**src/rtl/uart_seq.sv**
```systemverilog
// uart_seq: host byte-stream sequencer for the Paula-style uart register port
// (SERPER / SERDAT / SERDATR) including the rbfmirror handshake.
// Build option: define UART_SEQ_TXFIFO_EN to replace the single tx holding
// register with a 4-entry in-order tx FIFO.
module uart_seq #(
    parameter logic [15:0] PER_DEFAULT = 16'h0010,
    parameter int unsigned RD_LAT      = 1
) (
    input  logic        clk,
    input  logic        rst,
    input  logic [14:0] cfg_per,
    input  logic        cfg_wr,
    input  logic        tx_valid,
    input  logic [7:0]  tx_data,
    output logic        tx_ready,
    output logic        rx_valid,
    output logic [7:0]  rx_data,
    input  logic        rx_ready,
    output logic        rx_ovr,
    output logic [7:0]  uart_rga,
    output logic [15:0] uart_dat_w,
    input  logic [15:0] uart_dat_r,
    input  logic        uart_txint,
    input  logic        uart_rxint,
    output logic        uart_rbfmirror,
    output logic        busy
);
    localparam logic [7:0]  RGA_SERPER  = 8'h19;
    localparam logic [7:0]  RGA_SERDAT  = 8'h18;
    localparam logic [7:0]  RGA_SERDATR = 8'h0C;
    localparam int unsigned CNT_W       = 2;

    typedef enum logic [2:0] {
        S_INIT, S_WR_PER, S_IDLE, S_RD_REQ, S_RD_WAIT, S_WR_DAT
    } state_t;

    state_t            state, state_nxt;
    logic [CNT_W-1:0]  wait_cnt;
    logic              cfg_pend;
    logic [14:0]       cfg_val;
    logic              tbe;
    logic              tx_have, tx_push, tx_pop, tx_ready_nxt;
    logic [7:0]        tx_head;
    logic [7:0]        rga_nxt;
    logic [15:0]       dat_w_nxt;
    logic              cfg_take, capture;
    logic              rd_unused;

    // SERDATR bits between OVRUN and the data byte carry nothing we use
    assign rd_unused = ^uart_dat_r[14:8];

    // State register
    always_ff @(posedge clk or posedge rst) begin
        if (rst) state <= S_INIT;
        else     state <= state_nxt;
    end

    // Next state and register-access selection (access issued on state entry)
    always_comb begin
        state_nxt = state;
        rga_nxt   = 8'h00;
        dat_w_nxt = 16'h0000;
        cfg_take  = 1'b0;
        capture   = 1'b0;
        tx_pop    = 1'b0;
        case (state)
            S_INIT: begin
                state_nxt = S_WR_PER;
                rga_nxt   = RGA_SERPER;
                dat_w_nxt = {1'b0, PER_DEFAULT[14:0]};
            end
            S_WR_PER: state_nxt = S_IDLE;
            S_IDLE: begin
                if (cfg_pend) begin
                    state_nxt = S_WR_PER;
                    rga_nxt   = RGA_SERPER;
                    dat_w_nxt = {1'b0, cfg_val};
                    cfg_take  = 1'b1;
                end else if (uart_rbfmirror && !rx_valid) begin
                    state_nxt = S_RD_REQ;
                    rga_nxt   = RGA_SERDATR;
                end else if (tx_have && tbe) begin
                    state_nxt = S_WR_DAT;
                    rga_nxt   = RGA_SERDAT;
                    dat_w_nxt = 16'h0100 | {8'h00, tx_head};
                    tx_pop    = 1'b1;
                end
            end
            S_RD_REQ: state_nxt = S_RD_WAIT;
            S_RD_WAIT: begin
                if (wait_cnt == CNT_W'(RD_LAT - 1)) begin
                    state_nxt = S_IDLE;
                    capture   = 1'b1;
                end
            end
            S_WR_DAT: state_nxt = S_IDLE;
            default:  state_nxt = S_INIT;
        endcase
    end

    // Registered uart port and busy flag
    always_ff @(posedge clk or posedge rst) begin
        if (rst) begin
            uart_rga   <= 8'h00;
            uart_dat_w <= 16'h0000;
            busy       <= 1'b0;
        end else begin
            uart_rga   <= rga_nxt;
            uart_dat_w <= dat_w_nxt;
            busy       <= (state_nxt != S_IDLE);
        end
    end

    // Read-latency counter, restarted by every SERDATR request
    always_ff @(posedge clk or posedge rst) begin
        if (rst)                     wait_cnt <= '0;
        else if (state == S_RD_REQ)  wait_cnt <= '0;
        else if (state == S_RD_WAIT) wait_cnt <= wait_cnt + CNT_W'(1);
    end

    // Pending SERPER reprogram; a new request in the service cycle wins
    always_ff @(posedge clk or posedge rst) begin
        if (rst) begin
            cfg_pend <= 1'b0;
            cfg_val  <= 15'h0000;
        end else if (cfg_wr) begin
            cfg_pend <= 1'b1;
            cfg_val  <= cfg_per;
        end else if (cfg_take) begin
            cfg_pend <= 1'b0;
        end
    end

    // Tx buffer empty flag; a SERDAT write in the same cycle as txint wins
    always_ff @(posedge clk or posedge rst) begin
        if (rst)             tbe <= 1'b1;
        else if (tx_pop)     tbe <= 1'b0;
        else if (uart_txint) tbe <= 1'b1;
    end

    // RBF mirror; a new rxint in the capture cycle keeps it set
    always_ff @(posedge clk or posedge rst) begin
        if (rst)             uart_rbfmirror <= 1'b0;
        else if (uart_rxint) uart_rbfmirror <= 1'b1;
        else if (capture)    uart_rbfmirror <= 1'b0;
    end

    // Rx slot and overrun pulse
    always_ff @(posedge clk or posedge rst) begin
        if (rst) begin
            rx_valid <= 1'b0;
            rx_data  <= 8'h00;
            rx_ovr   <= 1'b0;
        end else begin
            rx_ovr <= capture & uart_dat_r[15];
            if (capture) begin
                rx_valid <= 1'b1;
                rx_data  <= uart_dat_r[7:0];
            end else if (rx_valid && rx_ready) begin
                rx_valid <= 1'b0;
            end
        end
    end

    assign tx_push = tx_valid & tx_ready;

`ifdef UART_SEQ_TXFIFO_EN
    logic [7:0] fifo_mem [4];
    logic [1:0] wr_ptr, rd_ptr;
    logic [2:0] fill, fill_nxt;

    assign tx_have      = (fill != 3'd0);
    assign tx_head      = fifo_mem[rd_ptr];
    assign fill_nxt     = fill + 3'(tx_push) - 3'(tx_pop);
    assign tx_ready_nxt = (fill_nxt != 3'd4);

    // FIFO storage
    always_ff @(posedge clk) begin
        if (tx_push) fifo_mem[wr_ptr] <= tx_data;
    end

    // FIFO pointers and fill level
    always_ff @(posedge clk or posedge rst) begin
        if (rst) begin
            wr_ptr <= 2'd0;
            rd_ptr <= 2'd0;
            fill   <= 3'd0;
        end else begin
            if (tx_push) wr_ptr <= wr_ptr + 2'd1;
            if (tx_pop)  rd_ptr <= rd_ptr + 2'd1;
            fill <= fill_nxt;
        end
    end
`else
    logic       tx_full, tx_full_nxt;
    logic [7:0] tx_hold;

    assign tx_have      = tx_full;
    assign tx_head      = tx_hold;
    assign tx_full_nxt  = tx_push ? 1'b1 : (tx_pop ? 1'b0 : tx_full);
    assign tx_ready_nxt = !tx_full_nxt;

    // Single tx holding register
    always_ff @(posedge clk or posedge rst) begin
        if (rst) begin
            tx_full <= 1'b0;
            tx_hold <= 8'h00;
        end else begin
            tx_full <= tx_full_nxt;
            if (tx_push) tx_hold <= tx_data;
        end
    end
`endif

    // Registered tx_ready
    always_ff @(posedge clk or posedge rst) begin
        if (rst) tx_ready <= 1'b0;
        else     tx_ready <= tx_ready_nxt;
    end

endmodule
```
**config.mk**
```make
export PLATFORM = sky130hd
export DESIGN_NAME = uart_seq
export DESIGN_NICKNAME = d
export VERILOG_FILES = /design/src/rtl/uart_seq.sv
export SDC_FILE = /design/constraint.sdc
export NUM_CORES = 1
export LEC_CHECK = 0
export BUFFER_PORTS_ARGS = -buffer_cell sky130_fd_sc_hd__buf_2
export CAP_MARGIN = 40
export CORE_UTILIZATION = 45
export DETAILED_ROUTE_END_ITERATION = 8
export PLACE_DENSITY = 0.86
export SETUP_SLACK_MARGIN = 0.05
export SYNTH_ARGS = -nofsm -noshare
export SYNTH_HDL_FRONTEND = slang
export SYNTH_SLANG_ARGS = --single-unit
```
**constraint.sdc**
```tcl
create_clock -name clk -period 1.9 [get_ports clk]
set_clock_uncertainty 0.1 [all_clocks]
set_input_delay 0.285 -clock clk [delete_from_list [all_inputs] [get_ports clk]]
set_output_delay 0.285 -clock clk [all_outputs]
set_load 0.01 [all_outputs]
```
* Yosys cells after proc, flatten, opt, wreduce, memory -nomap -nowiden
Index checks and enable logic that the tools add are counted.
** Word-level totals
- Bits in registers :: 68
- Input bits :: 46
- Output and inout port bits :: 37
** Cells by class
- $add $sub $neg :: 1
- Equality and inequality tests :: 6
- Mux-type cells :: 33
- Bitwise operators :: 2
- Reduce and logical (&&, ||, !) cells :: 13
** Operators with widths (count)
- $pmux 15 s2 :: 1
- $mux 1 :: 18
- $mux 9 :: 2
- $mux 15 :: 1
- $mux 5 :: 3
- $pmux 3 s5 :: 1
- $mux 3 :: 4
- $pmux 5 s2 :: 1
- $reduce_bool 2->1 :: 5
- $eq 3x2->1 const B :: 2
- $eq 3x3->1 const B :: 2
- $mux 2 :: 2
- $eq 3x1->1 const B :: 1
- $logic_and 1x1->1 :: 3
- $logic_not 3->1 :: 1
- $ne 3x2->1 const B :: 1
- $add 2x1->2 const B :: 1
- $and 1x1->1 :: 2
- $logic_not 1->1 :: 2
- $logic_not 2->1 :: 1
- $reduce_or 2->1 :: 1

* Logic depth before layout (Yosys ltp)
- Depth after elaboration :: 8
- Gate-level depth with buffers :: 5
- Mapped depth without buffers :: 5

* Least setup slack after synthesis
No wires, ideal clock.
- Path type :: register to register
- From :: reg wait_cnt[0]
- To :: reg rx_data[0]
- Arrival :: 1.240 ns
- Required time :: 1.675 ns
- Setup slack :: 0.435 ns
- Stages on the path, launching flop included :: 6
- Period minus slack after synthesis :: 1.465 ns
- Path through :: dfrtp_1 -> inv_1 -> ha_1 -> and3_4 -> buf_6 -> mux2_4
** Between the ends
- Cells in the longest elaborated chain, start to end :: 3
** Ends and longest elaborated chain
- start: declaration :: line 38 : logic [CNT_W-1:0] wait_cnt;
- start signal: assignment :: line 118 : else if (state == S_RD_WAIT) wait_cnt <= wait_cnt + CNT_W'(1);
- $logic_not 2->1 :: line 91 : if (wait_cnt == CNT_W'(RD_LAT - 1)) begin
- $mux 1 :: line 91
- $mux 1 :: line 66 : case (state)
- end signal: assignment :: line 158 : rx_data <= uart_dat_r[7:0];
- end: declaration :: line 17 : output logic [7:0] rx_data,
Every way passes these cells.
A chain may end at the register's enable or synchronous reset.

* Worst setup path after layout
- From :: reg tbe
- To :: reg uart_dat_w[4]
** Between the ends
- Cells in the longest elaborated chain, start to end :: 5
** Ends and longest elaborated chain
- start: declaration :: line 41 : logic tbe;
- start signal: assignment :: line 136 : if (rst) tbe <= 1'b1;
- start signal: assignment :: line 137 : else if (tx_pop) tbe <= 1'b0;
- start signal: assignment :: line 138 : else if (uart_txint) tbe <= 1'b1;
- $logic_and 1x1->1 :: line 82 : end else if (tx_have && tbe) begin
- $mux 9 :: line 82
- $mux 9 :: line 79 : end else if (uart_rbfmirror && !rx_valid) begin
- $mux 15 :: line 74 : if (cfg_pend) begin
- $pmux 15 s2 :: line 66
- net dat_w_nxt[4] :: line 45 : logic [15:0] dat_w_nxt;
- end signal: assignment :: line 109 : uart_dat_w <= dat_w_nxt;
- end: declaration :: line 21 : output logic [15:0] uart_dat_w,
The timed path passes the listed nets, and every way through them passes these cells.

==> impl_metrics.prom <==
# TYPE chip_impl_metric gauge
chip_impl_info{name="path_class",value="reg2reg"} 1
chip_impl_metric{name="area_delta_synth_final",unit="%"} 22.8
chip_impl_info{name="commonest_non_fill_non_tap_cell_in_the_layout",value="sky130_fd_sc_hd__buf_2"} 1
chip_impl_metric{name="via_count",unit=""} 1735
chip_impl_info{name="endpoint_type_of_the_worst_setup_path",value="flop"} 1
chip_impl_info{name="timing.rr.end",value="uart_dat_w[4]$_DFF_PP0_"} 1
chip_impl_metric{name="clk_pin_slew",unit="ps"} 60
chip_impl_metric{name="wire_length_of_the_first_global_routing_pass",unit="um"} 8140
chip_impl_metric{name="fp.dieArea",unit="um2"} 5930
chip_impl_info{name="holdPathEnd",value="uart_rbfmirror$_DFFE_PP0P_"} 1
chip_impl_metric{name="starting_density",unit="%"} 48.0
chip_impl_metric{name="placement_rows",unit=""} 26
chip_impl_metric{name="sequential_fraction_of_the_synthesis_area",unit="%"} 62.4
chip_impl_metric{name="hold_viol_final",unit=""} 0
chip_impl_metric{name="min_period_over_period",unit="%"} 87.4
chip_impl_metric{name="antenna_cells",unit=""} 0
chip_impl_metric{name="clock_tree.htree_level_count",unit=""} 3
chip_impl_metric{name="route.detailed.drc",unit=""} 0
chip_impl_metric{name="overall_die_height",unit="um"} 77.0
chip_impl_info{name="cp_cell_sequence",value="and2_1 > nand4_1 > a311oi_1"} 1
chip_impl_metric{name="drtAntennaViolNets",unit=""} 0
chip_impl_metric{name="grt_use_total",unit="%"} 18.6
chip_impl_metric{name="nets",unit=""} 312
chip_impl_metric{name="final_count_of_pins_violating_max_slew",unit=""} 0
chip_impl_metric{name="leakage",unit="nW"} 1.53
chip_impl_metric{name="preCtsSetupSlack",unit="ps"} 260
chip_impl_metric{name="synth_unique_cells",unit=""} 37
chip_impl_metric{name="die_width",unit="um"} 77.0
chip_impl_info{name="timing.critical_path.from",value="tbe$_DFFE_PP1P_"} 1
chip_impl_info{name="cp_top_family",value="simple AND/OR/NAND/NOR gates"} 1
chip_impl_metric{name="clk-insertion-delay-late",unit="ps"} 330
chip_impl_metric{name="placeableCoreArea",unit="um2"} 5270
chip_impl_info{name="most_frequent_cells_in_the_layout",value="sky130_fd_sc_hd__buf_2, sky130_fd_sc_hd__dfrtp_1, sky130_fd_sc_hd__mux2_2, sky130_fd_sc_hd__nand2_1, sky130_fd_sc_hd__a21oi_1"} 1
chip_impl_info{name="hold_path_class",value="in2reg"} 1
chip_impl_metric{name="power-per-cell-area",unit="nW/um2"} 1430
chip_impl_metric{name="ioPinCount",unit=""} 83
chip_impl_metric{name="path_buf_inv",unit=""} 0
chip_impl_info{name="status",value="finished clean"} 1
chip_impl_metric{name="antenna_violations_before_repair",unit=""} 0
chip_impl_metric{name="worstPathMaxFanout",unit=""} 13
chip_impl_metric{name="final_period_demand_of_the_worst_path",unit="ps"} 1660
chip_impl_metric{name="drive_above_1_share",unit="%"} 46.3
chip_impl_info{name="rr_startpoint",value="tbe$_DFFE_PP1P_"} 1
chip_impl_metric{name="routed_wl",unit="um"} 4960
chip_impl_metric{name="globalRoute.totalOverflow",unit=""} 0
chip_impl_metric{name="post_detailed_route_wirelength_per_cell",unit="um"} 14.6
chip_impl_metric{name="portBuffers",unit=""} 70
chip_impl_metric{name="hpwl",unit="um"} 3530
chip_impl_metric{name="critical_path_required",unit="ps"} 2010
chip_impl_metric{name="drtPass1Iterations",unit=""} 4
chip_impl_metric{name="max-vdd-ir-drop",unit="mV"} 0.639
chip_impl_metric{name="timing.final.ws_setup",unit="ps"} 239
chip_impl_info{name="rsz0062_at_grt",value="no"} 1
chip_impl_metric{name="finalSetupTns",unit="ps"} 0
chip_impl_metric{name="syn_area_per_cell",unit="um2"} 13.2
chip_impl_info{name="worstSetupStartpointType",value="flop"} 1
chip_impl_info{name="cts_tree",value="done"} 1
chip_impl_metric{name="crit_path_dat",unit="ps"} 1770
chip_impl_info{name="cts_root_buf",value="sky130_fd_sc_hd__clkbuf_8"} 1
chip_impl_metric{name="cts_hold_buf",unit=""} 1
chip_impl_metric{name="place.gp.congestion",unit=""} 0.750
chip_impl_metric{name="syn_area",unit="um2"} 2530
chip_impl_metric{name="synth_cells",unit=""} 191
chip_impl_metric{name="ys_ff_latch",unit=""} 63
chip_impl_metric{name="max-cap-violations",unit=""} 0
chip_impl_metric{name="initialDrtViolationCount",unit=""} 168
chip_impl_metric{name="rrSetupSlack",unit="ps"} 240
chip_impl_metric{name="r2r_cells",unit=""} 3
chip_impl_info{name="holdCritStartpoint",value="uart_rxint"} 1
chip_impl_metric{name="routed_via_density",unit=""} 5.10
chip_impl_metric{name="clock_sinks",unit=""} 63
chip_impl_info{name="cpMaxStageDelayCell",value="sky130_fd_sc_hd__dfstp_2"} 1
chip_impl_metric{name="cts_buffers",unit=""} 9
chip_impl_metric{name="finalSetupViolCount",unit=""} 0
chip_impl_metric{name="yosys_warnings",unit=""} 0
chip_impl_metric{name="whs_path_depth",unit=""} 2
chip_impl_metric{name="post_cts_resize_count",unit=""} 0
chip_impl_metric{name="fmax",unit="GHz"} 0.602
chip_impl_metric{name="clock_path_buffers",unit=""} 2
chip_impl_metric{name="worst_path_largest_cell_delay",unit="ps"} 520
chip_impl_metric{name="cts_setup_buffers",unit=""} 0
chip_impl_metric{name="first_global_vias",unit=""} 1719
chip_impl_metric{name="maximum_number_of_pins_on_one_net_before_global_route_repair",unit=""} 36
chip_impl_metric{name="worst-path-stages",unit=""} 3
==> synth_stat cells (all sizes together) <==
master | number | area share [%]
dfrtp | 62 | 61
mux2 | 31 | 15
buf | 15 | 3.9
a21oi | 13 | 2.6
nand2 | 13 | 1.9
nand4 | 9 | 2.2
and3 | 7 | 1.9
inv | 6 | 0.89
nor3 | 6 | 1.4
nor2 | 5 | 1.1
a21boi | 2 | 0.59
a21o | 2 | 0.59
and2 | 2 | 0.49
nand3 | 2 | 0.40
a22o | 1 | 0.35
a311oi | 1 | 0.35
a31o | 1 | 0.35
a31oi | 1 | 0.25
clkbuf | 1 | 0.15
conb | 1 | 0.15
dfstp | 1 | 1.0
ha | 1 | 0.49
nand2b | 1 | 0.25
nor2b | 1 | 0.25
nor4b | 1 | 0.59
o21a | 1 | 0.30
o21ai | 1 | 0.20
o22ai | 1 | 0.25
o32ai | 1 | 0.35
or3b | 1 | 0.35
==> metal layers <==
metal	share of wire (%)	GRT usage (%)	vias to the layer above
li1	-	-	808
met1	41	22.6	842
met2	50	29.7	74
met3	7.3	5.36	11
met4	2.1	10.0	0
met5	0	0	-
==> layout make-up <==
class	instances	area [um2]
Multi-Input combinational cell	110	842
Tap cell	70	87.6
Sequential cell	63	1580
Timing Repair Buffer	75	403
Clock inverter	1	5.00
Fill cell	448	2160
Inverter	6	26.3
Clock buffer	15	166
==> metrics by stage <==
stage	total power [mW]	instances	area, um2	hold WS (ps)	utilization (%)
6_report	4.45	340	3110	27.5	59.0
5_1_grt	4.75	340	3110	20.7	59.0
2_1_floorplan	3.00	195	2550	277	-
3_5_place_dp	3.47	323	2930	175	55.5
4_1_cts	4.49	340	3110	19.8	59.0
3_3_place_gp	3.39	323	2930	167	55.5
==> state kept, by name, summed over array words and instances (netlist names), 2 cells and up <==
signal / flops
cfg_val: 15
tx_head: 8
uart_rga: 4
state: 3
wait_cnt: 2
uart_dat_w: 15
rx_data: 8
==> cell families after synthesis <==
| kind of cell | after synthesis | synth area share (%) |
|---|---|---|
| DFF | 63 | 62.4 |
| other | 1 | 0.148 |
| and+or+nand+nor | 48 | 10.9 |
| AOI/OAI and AO/OA | 25 | 6.13 |
| muxes | 31 | 15.0 |
| adders and majority gates | 1 | 0.494 |
| buffers and inverters | 22 | 4.95 |
==> power breakdown <==
group	switching [mW]	total, mW	leakage (nW)	internal [mW]
clock network	0.462	1.01	0.0877	0.545
registers	0.291	2.06	0.773	1.77
logic	0.715	1.39	0.673	0.674
total	1.47	4.45	1.53	2.99
==> worst max-delay path by stage <==
stage                                    to
global route              tx_full$_DFF_PP0_
global placement          tx_full$_DFF_PP0_
detailed placement  uart_dat_w[4]$_DFF_PP0_
finish              uart_dat_w[4]$_DFF_PP0_
CTS                 uart_dat_w[4]$_DFF_PP0_
floorplan            rx_data[0]$_DFFE_PP0P_
No activity file was read; power rests on OpenSTA's default activity.
